==> config.mk <==
export PLATFORM = sky130hd
export DESIGN_NAME = mult_div_unit
export DESIGN_NICKNAME = d
export VERILOG_FILES = /design/src/rtl/mult_div_unit.sv
export SDC_FILE = /design/constraint.sdc
export NUM_CORES = 1
export LEC_CHECK = 0
export ABC_AREA = 1
export CORE_MARGIN = 4
export CORE_UTILIZATION = 57
export DETAILED_ROUTE_END_ITERATION = 10
export PLACE_DENSITY = 0.87
export SETUP_SLACK_MARGIN = 0.5
export SLEW_MARGIN = 10
export SYNTH_ARGS = -nofsm -noshare
export SYNTH_HDL_FRONTEND = slang
export SYNTH_SLANG_ARGS = --single-unit
==> constraint.sdc <==
create_clock -name clk -period 2.4 [get_ports clk]
set_input_delay 0.36 -clock clk [delete_from_list [all_inputs] [get_ports clk]]
set_output_delay 0.36 -clock clk [all_outputs]
set_load 0.005 [all_outputs]
==> src/rtl/mult_div_unit.sv <==
`default_nettype none
// ============================================================================
// Module   : mult_div_unit
// Brief    : Iterative 32-bit MULT/MULTU/DIV/DIVU unit driving the HI/LO write
//            port. Optional multiply early-out: define MULTDIV_EARLY_OUT_EN.
// Revision : 1.0 - initial release
// ============================================================================
module mult_div_unit (
    input  logic             clk,
    input  logic             reset,
    input  logic             start,
    input  logic [1:0]       op,
    input  logic [31:0]      rs,
    input  logic [31:0]      rt,
    output logic             busy,
    output logic             done,
    output logic             regHiLoWrite,
    output logic [1:0][31:0] outputHiLo
);

    localparam logic [1:0] S_IDLE  = 2'd0;
    localparam logic [1:0] S_RUN   = 2'd1;
    localparam logic [1:0] S_SIGN  = 2'd2;
    localparam logic [1:0] S_WRITE = 2'd3;

    logic [1:0]  state_q, state_d;
    logic        div_q, div_d;
    logic [63:0] acc_q, acc_d;      // product, or {remainder, quotient}
    logic [63:0] opa_q, opa_d;      // shifting multiplicand, or divisor in [31:0]
    logic [31:0] opb_q, opb_d;      // shifting multiplier, or raw dividend
    logic [4:0]  cnt_q, cnt_d;
    logic        neg_lo_q, neg_lo_d;
    logic        neg_hi_q, neg_hi_d;
    logic        dbz_q, dbz_d;
    logic [63:0] res_q, res_d;      // {HI, LO}

    logic        w_signed;
    logic [31:0] w_abs_rs;
    logic [31:0] w_abs_rt;
    logic [32:0] w_rem_sh;
    logic        w_ge;
    logic [31:0] w_diff;

    assign w_signed = ~op[0];
    assign w_abs_rs = (w_signed && rs[31]) ? (32'd0 - rs) : rs;
    assign w_abs_rt = (w_signed && rt[31]) ? (32'd0 - rt) : rt;

    // Remainder after the left shift can be 33 bits wide before the trial subtract.
    assign w_rem_sh = acc_q[63:31];
    assign w_ge     = (w_rem_sh >= {1'b0, opa_q[31:0]});
    assign w_diff   = w_rem_sh[31:0] - opa_q[31:0];

    always_ff @(posedge clk or negedge reset) begin
        if (!reset) begin
            state_q <= S_IDLE;
        end else begin
            state_q <= state_d;
        end
    end

    always_comb begin
        state_d = state_q;
        case (state_q)
            S_IDLE:  if (start) state_d = S_RUN;
            S_RUN: begin
                if (cnt_q == 5'd0) begin
                    state_d = S_SIGN;
                end
`ifdef MULTDIV_EARLY_OUT_EN
                else if (!div_q && (opb_q[31:1] == 31'd0)) begin
                    state_d = S_SIGN;
                end
`endif
            end
            S_SIGN:  state_d = S_WRITE;
            S_WRITE: state_d = S_IDLE;
            default: state_d = S_IDLE;
        endcase
    end

    always_comb begin
        busy         = (state_q != S_IDLE);
        regHiLoWrite = (state_q == S_WRITE);
        done         = (state_q == S_WRITE);
        outputHiLo[0] = res_q[63:32];
        outputHiLo[1] = res_q[31:0];
    end

    always_comb begin
        div_d    = div_q;
        acc_d    = acc_q;
        opa_d    = opa_q;
        opb_d    = opb_q;
        cnt_d    = cnt_q;
        neg_lo_d = neg_lo_q;
        neg_hi_d = neg_hi_q;
        dbz_d    = dbz_q;
        res_d    = res_q;
        case (state_q)
            S_IDLE: begin
                if (start) begin
                    div_d    = op[1];
                    neg_lo_d = w_signed & (rs[31] ^ rt[31]);
                    neg_hi_d = w_signed & op[1] & rs[31];
                    dbz_d    = op[1] & (rt == 32'd0);
                    cnt_d    = 5'd31;
                    if (op[1]) begin
                        acc_d = {32'd0, w_abs_rs};
                        opa_d = {32'd0, w_abs_rt};
                        opb_d = rs;
                    end else begin
                        acc_d = 64'd0;
                        opa_d = {32'd0, w_abs_rs};
                        opb_d = w_abs_rt;
                    end
                end
            end
            S_RUN: begin
                cnt_d = cnt_q - 5'd1;
                if (div_q) begin
                    acc_d = {(w_ge ? w_diff : w_rem_sh[31:0]), acc_q[30:0], w_ge};
                end else begin
                    acc_d = acc_q + (opb_q[0] ? opa_q : 64'd0);
                    opa_d = {opa_q[62:0], 1'b0};
                    opb_d = {1'b0, opb_q[31:1]};
                end
            end
            S_SIGN: begin
                if (dbz_q) begin
                    res_d = {opb_q, 32'hFFFF_FFFF};
                end else if (div_q) begin
                    res_d[63:32] = neg_hi_q ? (32'd0 - acc_q[63:32]) : acc_q[63:32];
                    res_d[31:0]  = neg_lo_q ? (32'd0 - acc_q[31:0])  : acc_q[31:0];
                end else begin
                    res_d = neg_lo_q ? (64'd0 - acc_q) : acc_q;
                end
            end
            default: ;
        endcase
    end

    always_ff @(posedge clk or negedge reset) begin
        if (!reset) begin
            div_q    <= 1'b0;
            acc_q    <= 64'd0;
            opa_q    <= 64'd0;
            opb_q    <= 32'd0;
            cnt_q    <= 5'd0;
            neg_lo_q <= 1'b0;
            neg_hi_q <= 1'b0;
            dbz_q    <= 1'b0;
            res_q    <= 64'd0;
        end else begin
            div_q    <= div_d;
            acc_q    <= acc_d;
            opa_q    <= opa_d;
            opb_q    <= opb_d;
            cnt_q    <= cnt_d;
            neg_lo_q <= neg_lo_d;
            neg_hi_q <= neg_hi_d;
            dbz_q    <= dbz_d;
            res_q    <= res_d;
        end
    end

endmodule
`default_nettype wire

==> key figures, run 1 <==
Status
  – Run status: aborted with a tool error
  – Stage where the flow stopped: global routing (5_1_grt)
  – Stop err: [ERROR GRT-0232] Routing congestion too high. Check the congestion heatmap in the GUI.

Placement
  – Quantity of I/O buffers inserted on ports: between 100 and 150
  – Placed Area: around 32000 µm²
  – GP Congestion: ~1.1
  – Final HPWL from detailed placement: a little over 90 mm
  – DP Cell Count: 5502

Synthesis
  – Top area cells in the synthesized netlist: sky130_fd_sc_hd__dfrtp_1 (23%), sky130_fd_sc_hd__nand2_1 (23%), sky130_fd_sc_hd__inv_1 (12%)
  – Flop and latch count out of synthesis: between 200 and 250
  – Sequential cell area fraction in the yosys report: 23.4%
  – Ys async rst share: 100%
  – Synth Net Count: 4626
  – Biggest area consumer among synthesized cells: sky130_fd_sc_hd__dfrtp_1
  – Primary FF master, synth: sky130_fd_sc_hd__dfrtp_1
  – Count of warnings emitted by yosys: 0
  – Unique masters post-synth: 47
  – Synthesized area per cell: approximately 5.6 µm²
  – Fraction of post-synthesis cell area in the top cell type by area: a little under a quarter
  – Synthesized netlist cell count: 4449
  – Count of flip-flops with a built-in enable after synthesis: 0
  – Mapped cell area: 25100 µm²

Floorplan
  – Width of the die: between 200 and 250 µm
  – Boundary pin count: roughly 140
  – Starting utilization of the core area: ~58%
  – Standard-cell rows: between 70 and 80
  – Die extent in y: roughly 220 µm

Clock network
  – Total clock buffers created by CTS: 28
  – Buffer levels on the longest clock path: 3
  – Clock sinks: 235
  – Buffer cell driving the clock tree root: sky130_fd_sc_hd__clkbuf_16
  – H-tree lvl count: 1

Timing
  – Worst endpoint type: sequential cell input
  – Worst_ep grt: acc_q[35]$_DFFE_PN0P_/D

GRT
  – Maximum number of pins on one net before global-route repair: 77
  – Tot GR Track Use: 79.7%
  – Grt total ovfl: 176
metal layers:
layer / GRT overflow / track usage, %
met5: 4 / 53.8
met4: 61 / 73.6
met3: 11 / 69.4
met2: 86 / 91.5
met1: 14 / 81.0
timing repair:
item / 4_1_cts
setup buffers: 57
setup endpoints to repair: 223
gates cloned: 10
hold buffers: 1
resized for setup: 541
hold endpoints to repair: 44
pin swaps: 140
cell families after synthesis:
group	Yosys count	synth area share, %
adder cells (fa/ha/maj)	108	5.45
buffers and inverters	963	14.7
AO/OA/AOI/OAI	600	13.7
AND/OR/NAND/NOR	2465	40.0
XOR/XNOR	78	2.72
flip-flops	235	23.4
cell usage after synthesis, types with 6 or more instances:
| cell type | count |
|---|---|
| sky130_fd_sc_hd__nand3_1 | 377 |
| sky130_fd_sc_hd__nor3_1 | 34 |
| sky130_fd_sc_hd__nand3b_1 | 20 |
| sky130_fd_sc_hd__nor2_1 | 402 |
| sky130_fd_sc_hd__o21bai_1 | 7 |
| sky130_fd_sc_hd__o221ai_1 | 9 |
| sky130_fd_sc_hd__xor2_1 | 73 |
| sky130_fd_sc_hd__dfrtp_1 | 235 |
| sky130_fd_sc_hd__o31ai_1 | 19 |
| sky130_fd_sc_hd__clkbuf_1 | 97 |
| sky130_fd_sc_hd__nand4_1 | 45 |
| sky130_fd_sc_hd__or2_2 | 7 |
| sky130_fd_sc_hd__ha_1 | 106 |
| sky130_fd_sc_hd__buf_1 | 14 |
| sky130_fd_sc_hd__nand2_1 | 1562 |
| sky130_fd_sc_hd__a221oi_1 | 29 |
| sky130_fd_sc_hd__nor2_2 | 7 |
| sky130_fd_sc_hd__o211ai_1 | 16 |
| sky130_fd_sc_hd__inv_1 | 820 |
| sky130_fd_sc_hd__a22oi_1 | 35 |
| sky130_fd_sc_hd__a21oi_1 | 238 |
| sky130_fd_sc_hd__o22ai_1 | 6 |
| sky130_fd_sc_hd__buf_2 | 14 |
| sky130_fd_sc_hd__a31oi_1 | 25 |
| sky130_fd_sc_hd__o21ai_0 | 188 |
| sky130_fd_sc_hd__inv_2 | 6 |
| sky130_fd_sc_hd__o21ai_1 | 13 |
metrics by stage:
stage,util [%],worst slack [ns]
3_5_place_dp,73.9,-0.439
3_3_place_gp,73.9,-0.414
2_1_floorplan,-,0.221
4_1_cts,81.9,-0.255
==> run 2, diff against run 1 <==
CORE_UTILIZATION = 40   (was 57)
PLACE_DENSITY = default   (was 0.87)
PLACE_DENSITY_LB_ADDON = 0.15   (was default)
SETUP_SLACK_MARGIN = default   (was 0.5)
clock period = 3.1 ns   (was 2.4 ns; I/O delays follow)
==> run 2 against run 1 <==
Net effect:
- the flow now finishes without violations
- area after synthesis stayed put
- synthesized cell count is the same
==> key figures, run 2 <==
Status
  – Run status: completed (was aborted with a tool error)

Timing
  – Clock skew after layout: 0.0224 ns
  – Slew at the pin closest to its max-slew limit: approximately 0.79 ns
  – Rel. slew slack: 47.1%
  – Final hold vios: 0
  – Number of failing setup endpoints in the final timing report: 0
  – Final worst path period share: ~100%
  – Final Slew Violations: 0
  – Setup Total Neg Slack: 0 ns
  – Unrepaired setup endpoints after global routing: no
  – Final Critical Period: just over 3 ns
  – Maximum clock frequency: around 330 MHz

Worst setup path
  – Peak per-stage delay on the critical path: between 0.4 and 0.5 ns
  – Buffering stage count on the worst path with inverters included: 2
  – Start of the worst register-to-register path: acc_q[1]$_DFFE_PN0P_
  – Kind of start point of the critical path: flip-flop
  – Worst Reg-to-Reg Cells: 13
  – Arrival @ worst endpoint: ~3.6 ns
  – Crit-path leading delay family: simple AND/OR/NAND/NOR gates
  – Required @ worst endpoint: 3.64 ns
  – FF-to-FF End: res_q[32]$_DFFE_PN0P_
  – Cell occurring most often along the worst timing path: sky130_fd_sc_hd__nand2_1
  – Kind of end point of the critical path: flip-flop
  – Critical-path cell with the highest stage delay: sky130_fd_sc_hd__dfrtp_1
  – List of cells traversed by the critical path: inv_1 > ha_1 > nand4_1 > nor2_2 > nand2_1 > nor2_1 > buf_4 > nand2_1 > nand2_1 > a21oi_1 > o21ai_1 > o211ai_1 > nand2_1
  – R2r setup slk: between 0.02 and 0.03 ns
  – Critical path type: flip-flop to flip-flop
  – Max Fanout on Critical Path: 5

Detailed routing
  – Average detailed-routed wire length per instance: approximately 23 µm
  – 1st-iter DRT viols: between 3000 and 4000
  – Final routed DRC violation total: 0
  – Detailed Routing Iterations Pass 1: 6
  – Final Routed Wirelength: about 120 mm
  – Antenna Violating Nets Remaining: 0
  – Total via count in the routed design: between 20000 and 30000
  – Via-to-Cell Ratio: roughly 5.4

Clock network
  – Buffer levels on the longest clock path: 3 (unchanged)
  – Clock latency at the later pin of the worst-skew pair: around 0.63 ns
  – Worst-path clk slew: about 0.060 ns
  – Buffer cell driving the clock tree root: sky130_fd_sc_hd__clkbuf_16 (unchanged)
  – Total clock buffers created by CTS: 31 (was 28)
  – Clock sinks: 235 (unchanged)
  – Clock tree from TritonCTS: yes
  – H-tree lvl count: 1 (unchanged)

Finish
  – Non-filler instance count after layout: ~5500
  – Fillers: 6834
  – Area used by multi-input combinational logic: 15600 µm²
  – Number of antenna diodes: 0
  – Most frequent standard cell in the layout excluding fill and tap cells: sky130_fd_sc_hd__nand2_1
  – Commonest cells after routing, fill and taps aside: sky130_fd_sc_hd__nand2_1 (1561), sky130_fd_sc_hd__inv_1 (820), sky130_fd_sc_hd__nor2_1 (394)
  – Area growth, synth to finish: 17.0%
  – Sequential cell area: a little under 6000 µm²
  – Top Registers: acc_q x64, opa_q x64, res_q x64
  – Final layout net count: a little under 5000
  – Share of cells above drive strength 1: under 10%

Synthesis
  – Synthesized netlist cell count: 4449 (unchanged)
  – Unique masters post-synth: 47 (unchanged)
  – Flop and latch count out of synthesis: 235 (unchanged)
  – Ys async rst share: 100% (unchanged)
  – Synth Net Count: 4626 (unchanged)
  – Fraction of post-synthesis cell area in the top cell type by area: 23.4% (unchanged)
  – Synthesized area per cell: 5.64 µm² (unchanged)
  – Sequential cell area fraction in the yosys report: 23.4% (unchanged)
  – Top area cells in the synthesized netlist: sky130_fd_sc_hd__dfrtp_1 (23%), sky130_fd_sc_hd__nand2_1 (23%), sky130_fd_sc_hd__inv_1 (12%) (unchanged)
  – Primary FF master, synth: sky130_fd_sc_hd__dfrtp_1 (unchanged)
  – Count of flip-flops with a built-in enable after synthesis: 0 (unchanged)
  – Library cell with the highest instance count after synthesis: sky130_fd_sc_hd__nand2_1 (unchanged)
  – Mapped cell area: 25100 µm² (unchanged)
  – Biggest area consumer among synthesized cells: sky130_fd_sc_hd__dfrtp_1 (unchanged)
  – Count of warnings emitted by yosys: 0 (unchanged)
  – Commonest cells in the synthesized netlist: sky130_fd_sc_hd__nand2_1 (1562), sky130_fd_sc_hd__inv_1 (820), sky130_fd_sc_hd__nor2_1 (402), sky130_fd_sc_hd__nand3_1 (377), sky130_fd_sc_hd__a21oi_1 (238) (unchanged)

Flow run
  – Max-cap violations: 0

Power
  – Static Leakage: between 15 and 20 nW
  – Total power after layout: 32.6 mW
  – Power per unit of standard cell area: about 1100 nW/µm²
  – Worst vdd rail ir drop: roughly 1.5 mV

GRT
  – Maximum number of pins on one net before global-route repair: between 60 and 70
  – Antenna violations before repair: 3
  – Grt total ovfl: 0
  – Wire length of the first global-routing pass: ~180 mm
  – Number of global-route vias before repair: around 28000
  – Tot GR Track Use: 36.2%

Placement
  – DP Cell Count: 5451 (was 5502)
  – Final HPWL from detailed placement: 103 mm (was 93.1 mm)
  – GP Congestion: 1.03 (was 1.15)
  – Quantity of I/O buffers inserted on ports: 135 (unchanged)

Min path
  – Worst hold path type: input pin to asynchronous set/reset pin

Floorplan
  – Width of the die: 258 µm (was 218 µm)
  – Floorplan die area: around 67000 µm²
  – Area inside the core boundary: between 60000 and 70000 µm²
  – Standard-cell rows: 91 (was 76)
  – Boundary pin count: 136 (unchanged)
  – Die extent in y: 258 µm (was 218 µm)
  – Starting utilization of the core area: 40.5% (was 58.0%)
-- run 2: cell counts after synthesis --
No cell type changed its count.
-- run 2: what timing repair did --
item	4_1_cts	5_1_grt
endpoints found under the setup margin	0	15
setup buffers	0	1
gates resized for setup	0	11
hold endpoints to repair	52	0
hold buffers	1	0
-- run 2: kinds of logic after synthesis --
kind of cell,share of synthesized area [%]
xor gates and xnor gates,2.72
AOI/OAI and AO/OA,13.7
buffers and inverters,14.7
adders and majority gates,5.45
and+or+nand+nor,40.0
DFF,23.4
-- run 2: layout make-up --
type	instances	share of cell area, %
Multi-Input combinational cell	3251	53.1
Clock inverter	11	0.358
Clock buffer	45	2.96
Timing Repair Buffer	301	9.30
Tap cell	837	3.57
Inverter	829	10.6
Sequential cell	235	20.1
-- run 2: worst max path at each step --
stage	startpoint	endpoint	slack, ns	cells past startpoint
final	acc_q[1]$_DFFE_PN0P_	res_q[32]$_DFFE_PN0P_	0.03	13
after detailed placement	acc_q[1]$_DFFE_PN0P_	res_q[32]$_DFFE_PN0P_	0.12	13
after global placement	acc_q[1]$_DFFE_PN0P_	res_q[32]$_DFFE_PN0P_	0.10	13
after global routing	opb_q[0]$_DFFE_PN0P_	acc_q[60]$_DFFE_PN0P_	0.005	18
after floorplan	opb_q[0]$_DFFE_PN0P_	acc_q[25]$_DFFE_PN0P_	0.72	16
after CTS	acc_q[1]$_DFFE_PN0P_	res_q[32]$_DFFE_PN0P_	0.14	13
-- run 2: routing by layer --
| layer | vias to the layer above | wire length, µm | track usage (%) | share of wire (%) |
|---|---|---|---|---|
| met5 | - | 9 | 0 | 0.0072 |
| met4 | 2 | 8940 | 20.6 | 7.2 |
| met3 | 330 | 10100 | 6.14 | 8.1 |
| met2 | 1415 | 54300 | 57.1 | 44 |
| met1 | 13700 | 51200 | 46.9 | 41 |
| li1 | 14400 | - | - | - |
-- run 2: worst register-to-register path, delay by kind of cell (launching register included) --
kind | cells | cell delay [ns]
simple gates | 7 | 1.09
compound gates | 3 | 0.81
buf+inv | 2 | 0.35
fa+ha+maj | 1 | 0.28
flops | 1 | 0.46
-- run 2: report_power, final --
part / internal [mW] / switching, mW
Combinational: 7.23 / 15.4
Clock: 2.02 / 1.60
Sequential: 4.39 / 1.94
Total: 13.6 / 18.9
-- run 2: metrics by stage --
stage	hold slack [ns]	area, µm²	util (%)	setup WS, ns
after global placement	0.429	28300	45.7	0.103
after detailed placement	0.429	28300	45.7	0.124
after global routing	0.416	29300	47.4	0.00478
after CTS	0.370	29300	47.3	0.140
after floorplan	0.169	25100	-	0.716
final	0.357	29300	47.4	0.0263
(Power assumes the default switching activity.)
